## src/rtl/an_config_rx.sv

```systemverilog
// ---------------------------------------------------------------------------
// an_config_rx
// Receive side of SGMII / Clause-37 auto-negotiation. Parses the decoded
// 8b/10b byte stream and extracts /C1/,/C2/ configuration ordered sets and
// /I1/,/I2/ idle ordered sets. Reports each completed 16-bit config word and
// tracks the consecutive-match conditions used by the AN arbitration FSM.
//
// Ports:
//   clock          in   byte clock (125 MHz)
//   reset          in   asynchronous, active-high reset
//   rx_valid       in   qualifies rx_data / rx_is_k
//   rx_data[7:0]   in   decoded byte
//   rx_is_k        in   byte is a K code
//   config_word    out  last complete config word {hi,lo}
//   config_valid   out  one-cycle pulse when config_word updates
//   ability_match  out  MATCH_COUNT consecutive words equal (ACK bit ignored)
//   ack_match      out  MATCH_COUNT consecutive identical words with ACK set
//   idle_match     out  IDLE_COUNT consecutive idle sets seen
//   frame_err      out  one-cycle pulse on a malformed ordered set
// ---------------------------------------------------------------------------
module an_config_rx #(
  parameter int unsigned MATCH_COUNT = 3,
  parameter int unsigned IDLE_COUNT  = 3
) (
  input  logic        clock,
  input  logic        reset,
  input  logic        rx_valid,
  input  logic [7:0]  rx_data,
  input  logic        rx_is_k,
  output logic [15:0] config_word,
  output logic        config_valid,
  output logic        ability_match,
  output logic        ack_match,
  output logic        idle_match,
  output logic        frame_err
);

  localparam logic [1:0] ST_HUNT   = 2'd0;
  localparam logic [1:0] ST_COMMA  = 2'd1;
  localparam logic [1:0] ST_CFG_LO = 2'd2;
  localparam logic [1:0] ST_CFG_HI = 2'd3;

  localparam logic [7:0] K28_5 = 8'hBC;
  localparam logic [7:0] D21_5 = 8'hB5;
  localparam logic [7:0] D2_2  = 8'h42;
  localparam logic [7:0] D5_6  = 8'hC5;
  localparam logic [7:0] D16_2 = 8'h50;

  localparam logic [3:0]  MATCH_LIM = 4'(MATCH_COUNT);
  localparam logic [3:0]  IDLE_LIM  = 4'(IDLE_COUNT);
  // Bit 14 is the ACK bit; ability comparison ignores it.
  localparam logic [15:0] ACK_MASK  = 16'hBFFF;

  // Counters stop at their limit so a long run keeps the match flag asserted.
  function automatic logic [3:0] sat_inc(input logic [3:0] cnt, input logic [3:0] lim);
    logic [3:0] res;
    if (cnt >= lim) begin
      res = cnt;
    end else begin
      res = cnt + 4'd1;
    end
    return res;
  endfunction

  logic [1:0]  state_q, state_d;
  logic [7:0]  lo_q, lo_d;
  logic [15:0] prev_q, prev_d;
  logic [3:0]  abil_cnt_q, abil_cnt_d;
  logic [3:0]  ack_cnt_q, ack_cnt_d;
  logic [3:0]  idle_cnt_q, idle_cnt_d;
  logic [15:0] word_q, word_d;
  logic        cfg_valid_q, cfg_valid_d;
  logic        ferr_q, ferr_d;
  logic        abil_match_q, ack_match_q, idle_match_q;

  logic        is_comma;
  logic        word_done;
  logic        idle_done;
  logic [15:0] new_word;

  assign is_comma = rx_is_k && (rx_data == K28_5);
  assign new_word = {rx_data, lo_q};

  // Ordered-set parser: one transition per valid byte.
  always_comb begin
    state_d   = state_q;
    lo_d      = lo_q;
    ferr_d    = 1'b0;
    word_done = 1'b0;
    idle_done = 1'b0;
    if (rx_valid) begin
      case (state_q)
        ST_HUNT: begin
          if (is_comma) begin
            state_d = ST_COMMA;
          end else begin
            state_d = ST_HUNT;
          end
        end
        ST_COMMA: begin
          if (!rx_is_k && ((rx_data == D21_5) || (rx_data == D2_2))) begin
            state_d = ST_CFG_LO;
          end else if (!rx_is_k && ((rx_data == D5_6) || (rx_data == D16_2))) begin
            state_d   = ST_HUNT;
            idle_done = 1'b1;
          end else if (is_comma) begin
            // A fresh comma re-synchronises onto the new ordered set.
            state_d = ST_COMMA;
            ferr_d  = 1'b1;
          end else begin
            state_d = ST_HUNT;
            ferr_d  = 1'b1;
          end
        end
        ST_CFG_LO: begin
          if (!rx_is_k) begin
            lo_d    = rx_data;
            state_d = ST_CFG_HI;
          end else begin
            state_d = ST_HUNT;
            ferr_d  = 1'b1;
          end
        end
        ST_CFG_HI: begin
          if (!rx_is_k) begin
            word_done = 1'b1;
          end else begin
            ferr_d = 1'b1;
          end
          state_d = ST_HUNT;
        end
        default: begin
          state_d = ST_HUNT;
        end
      endcase
    end else begin
      state_d = state_q;
    end
  end

  // Word capture and consecutive-match counters.
  always_comb begin
    word_d      = word_q;
    cfg_valid_d = 1'b0;
    prev_d      = prev_q;
    abil_cnt_d  = abil_cnt_q;
    ack_cnt_d   = ack_cnt_q;
    idle_cnt_d  = idle_cnt_q;
    if (word_done) begin
      word_d      = new_word;
      cfg_valid_d = 1'b1;
      prev_d      = new_word;
      idle_cnt_d  = 4'd0;
      if ((new_word & ACK_MASK) == (prev_q & ACK_MASK)) begin
        abil_cnt_d = sat_inc(abil_cnt_q, MATCH_LIM);
      end else begin
        abil_cnt_d = 4'd1;
      end
      if ((new_word == prev_q) && new_word[14]) begin
        ack_cnt_d = sat_inc(ack_cnt_q, MATCH_LIM);
      end else if (new_word[14]) begin
        ack_cnt_d = 4'd1;
      end else begin
        ack_cnt_d = 4'd0;
      end
    end else if (idle_done) begin
      // Idle breaks any config run; the next word starts from scratch.
      prev_d     = 16'h0000;
      abil_cnt_d = 4'd0;
      ack_cnt_d  = 4'd0;
      idle_cnt_d = sat_inc(idle_cnt_q, IDLE_LIM);
    end else begin
      idle_cnt_d = idle_cnt_q;
    end
  end

  // State and output registers.
  always_ff @(posedge clock or posedge reset) begin
    if (reset) begin
      state_q      <= ST_HUNT;
      lo_q         <= 8'h00;
      prev_q       <= 16'h0000;
      abil_cnt_q   <= 4'd0;
      ack_cnt_q    <= 4'd0;
      idle_cnt_q   <= 4'd0;
      word_q       <= 16'h0000;
      cfg_valid_q  <= 1'b0;
      ferr_q       <= 1'b0;
      abil_match_q <= 1'b0;
      ack_match_q  <= 1'b0;
      idle_match_q <= 1'b0;
    end else begin
      state_q      <= state_d;
      lo_q         <= lo_d;
      prev_q       <= prev_d;
      abil_cnt_q   <= abil_cnt_d;
      ack_cnt_q    <= ack_cnt_d;
      idle_cnt_q   <= idle_cnt_d;
      word_q       <= word_d;
      cfg_valid_q  <= cfg_valid_d;
      ferr_q       <= ferr_d;
      abil_match_q <= (abil_cnt_d == MATCH_LIM);
      ack_match_q  <= (ack_cnt_d == MATCH_LIM);
      idle_match_q <= (idle_cnt_d == IDLE_LIM);
    end
  end

  assign config_word   = word_q;
  assign config_valid  = cfg_valid_q;
  assign ability_match = abil_match_q;
  assign ack_match     = ack_match_q;
  assign idle_match    = idle_match_q;
  assign frame_err     = ferr_q;

endmodule

```

## config.mk

```make
export PLATFORM = sky130hd
export DESIGN_NAME = an_config_rx
export DESIGN_NICKNAME = d
export VERILOG_FILES = /design/src/rtl/an_config_rx.sv
export SDC_FILE = /design/constraint.sdc
export NUM_CORES = 1
export LEC_CHECK = 0
export ABC_CLOCK_PERIOD_IN_PS = 3800
export CORE_ASPECT_RATIO = 0.8
export CORE_MARGIN = 8
export CORE_UTILIZATION = 50
export CTS_BUF_LIST = sky130_fd_sc_hd__clkbuf_4
export CTS_CLUSTER_SIZE = 24
export DETAILED_ROUTE_END_ITERATION = 10
export DONT_BUFFER_PORTS = 1
export PLACE_DENSITY_LB_ADDON = 0.12
export SLEW_MARGIN = 20
export SYNTH_ARGS = -nofsm -noshare
export SYNTH_HDL_FRONTEND = slang
export SYNTH_SLANG_ARGS = --single-unit
```

## constraint.sdc

```tcl
create_clock -name clock -period 3.8 [get_ports clock]
set_clock_uncertainty 0.2 [all_clocks]
set_input_delay 0.76 -clock clock [delete_from_list [all_inputs] [get_ports clock]]
set_output_delay 0.76 -clock clock [all_outputs]
set_load 0.005 [all_outputs]
```

==> key figures <==
Global route
  • Final global-route overflow total: 0
  • First-pass GRT wire length: 8.98 mm
  • Overall fraction of global-route tracks in use: 15.4%
  • Initial antenna violation count: 0
  • Most Used Layer, Global Route: met1
  • Number of global-route vias before repair: 1714
  • Met2 usage: around 20%
  • Largest net degree at the start of global routing: 43
  • Met3 Resource Use GR: a little over 7%
  • Grt met1 use: 21.6%

Power
  • Power Density: between 300 and 400 mW/mm2
  • Switching power share of the total: 24.7%
  • Power share of the clock group: a little over a third
  • Psw: about 260 uW
  • Worst vdd ir: 0.000178 V
  • Pint: 778 uW
  • Logic gate share of total power: around 3.0%
  • Sequential power share: 61.5%
  • Leak: ~0.0014 uW

Clock tree
  • CTS hold repair buffers: 0
  • CTS root buffer: clkbuf_4
  • Post-CTS Resized: 0
  • Longest Clk Path Bufs: 2
  • Number of setup buffers added after CTS: 0
  • H-tree levels: 3
  • TritonCTS clock tree: built
  • Clock-pin slew on the worst setup and hold paths: 100 ps
  • TritonCTS buffer count: 9
  • Worst-Skew Late Latency: between 400 and 500 ps
  • CTS sink count: 59

Route
  • Drt first pass iters: 4
  • Drt total wl: around 5.4 mm
  • Drc violations: 0
  • Routed len/inst: roughly 17 um
  • Count of antenna-violating nets left after detailed routing: 0
  • Initial DRC Count: 66
  • Vias after detailed routing: about 1700
  • Vias/cell: around 5.4

Setup path
  • Reg2Reg Setup Slack: approximately 1300 ps
  • Worst Path Max Fanout: 7
  • Reg2reg end: idle_match$_DFF_PP0_
  • Critical path class: in2reg
  • Worst EP required: roughly 3900 ps
  • Worst setup EP type: register
  • Worst Reg-to-Reg Cells: 5
  • Critical Path AT: around 2700 ps
  • Critical path startpoint category: primary input
  • Reg-to-Reg Start: state_q[1]$_DFFE_PP0P_

Placed design
  • IO buf count: 0
  • GPL Wtd Cong: 0.772
  • DP Cell Count: 307
  • Detailed placement HPWL: about 3.8 mm
  • Place WS: between 700 and 800 ps
  • Placed inst area: approximately 0.0027 mm2

Yosys
  • Mapped Nets: 262
  • Post-synthesis cell type count: 45
  • Predominant post-synthesis flop cell: dfrtp_1
  • Syn Area/Cell: around 10 um2
  • FFs w/ async S/R, synth: 100%
  • Post-synthesis sequential area ratio: between 50% and 60%
  • Cell Area, Synth: between 0.002 and 0.003 mm2
  • #FFs+latches synth: 59
  • Ys Warns: 0
  • EDFF count, synth: 0
  • Post-Synthesis Cells: approximately 250

Cells and area
  • ANT cells: 0
  • Area grow syn2layout: 7.71%
  • Fin nets: 271
  • Fin cells: approximately 320
  • Final Cell Area: between 0.002 and 0.003 mm2
  • Share of layout cells above drive strength 1: 13.8%

Floorplanning
  • Row count: 23
  • Die ar.: between 0.007 and 0.008 mm2
  • Initial Utilization: ~52%
  • Core area: about 0.005 mm2
  • Die Width: roughly 96 um
  • Die H: roughly 80 um
  • # IOs: 33

Timing
  • Max-slew violation count: 0
  • Final setup vio count: 0
  • Setup TNS: 0 ps
  • Final hold violation count: 0
  • Slew Limit Headroom: around 43%
  • RSZ-0062 raised after global routing: false
  • Hold slack: about 190 ps
  • Crit share post-route: between 60% and 70%
  • Worst setup margin: between 1000 and 1500 ps
  • Worst slew pin tran: 846 ps
  • FMAX: approximately 380 MHz
  • Crit path time final: 2630 ps

Job
  • Max_cap viols: 0

Worst hold path
  • Hold/Removal Path Class: in2async

Run status
  • Status: finished, final reports clean
## Yosys cell counts, types with 4 or more instances
cell type  count  area, um2
clkbuf_1       6       22.5
dfrtp_1       59       1480
nor2_1        10       37.5
o21ai_0        4       20.0
nand2_1       81        304
a21oi_1        4       20.0
and2_1         5       31.3
mux2_2         9        101
xnor2_1       15        131
## critical path: stages
cell,delay (ps)
nor3b_1,280
a32oi_1,200
nand2b_1,220
or4_1,500
or3b_1,380
a2111oi_1,380
## stage by stage
stage / total power (uW) / utilization, %
after CTS: 1050 / 55.8
after floorplan: 672 / -
after detailed placement: 680 / 53.6
after global placement: 680 / 53.6
final: 1030 / 55.8
after global routing: 1080 / 55.8
## logic make-up (layout without fill, tap and decap cells)
logic type / Yosys count / count (layout) / share of synthesized area, %
xor gates and xnor gates: 16 / 16 / 5.43
buffers and inverters: 10 / 24 / 1.50
and+or+nand+nor: 125 / 125 / 23.0
DFF: 59 / 59 / 57.3
adders and majority gates: 3 / 3 / 1.46
muxes: 11 / 11 / 4.71
AOI/OAI and AO/OA: 23 / 23 / 6.70
## how the worst max path moves through the flow
stage,startpoint,endpoint,slack [ps],cells after the start
after floorplan,rx_data[7],idle_match$_DFF_PP0_,990,7
after global placement,rx_data[7],idle_match$_DFF_PP0_,900,6
after detailed placement,rx_data[4],idle_match$_DFF_PP0_,760,6
after CTS,rx_data[4],idle_match$_DFF_PP0_,1190,6
after global routing,rx_data[4],idle_match$_DFF_PP0_,1080,6
final,rx_data[4],idle_match$_DFF_PP0_,1170,6
## state kept, by name (all words and copies together) (netlist names)
name           flops
config_valid       1
config_word       16
frame_err          1
abil_cnt_q         4
idle_match         1
ability_match      1
idle_cnt_q         4
ack_cnt_q          4
prev_q            16
lo_q               8
ack_match          1
state_q            2
## power groups by stage
stage / Combinational, uW / Clock, uW / Sequential, uW
final: 30.5 / 367 / 636
after global routing: 35.4 / 405 / 637
after CTS: 31.7 / 379 / 636
after detailed placement: 31.8 / 0 / 648
after global placement: 31.4 / 0 / 649
after floorplan: 24.6 / 0 / 647
## final cells by class
| type | count | area (um2) |
|---|---|---|
| clock inverters | 6 | 32.5 |
| repair buffers | 6 | 45.0 |
| clock buffers | 10 | 75.1 |
| flip-flops and latches | 59 | 1480 |
| multi-input cells | 178 | 1060 |
| inverters | 2 | 7.51 |
| well taps | 62 | 77.6 |
| fillers | 458 | 2200 |
## layout by cell type (no fill, tap or decap), types with 3 or more instances in the layout
master,n
a22o_1,3
nor3_1,3
nand2_1,81
xnor2_1,15
and2_1,5
ha_1,3
nand3_1,3
nor2_1,10
nand4_1,3
buf_4,6
nand4b_1,3
a21oi_1,4
mux2_2,9
clkbuf_4,10
dfrtp_1,59
o21ai_0,4
## routing by layer
layer,vias to the layer above,wire [um]
li1,853,-
met4,0,94
met2,48,2140
met5,-,0
met3,10,465
met1,819,2680
Note: power is estimated with default switching activity, not from simulation.
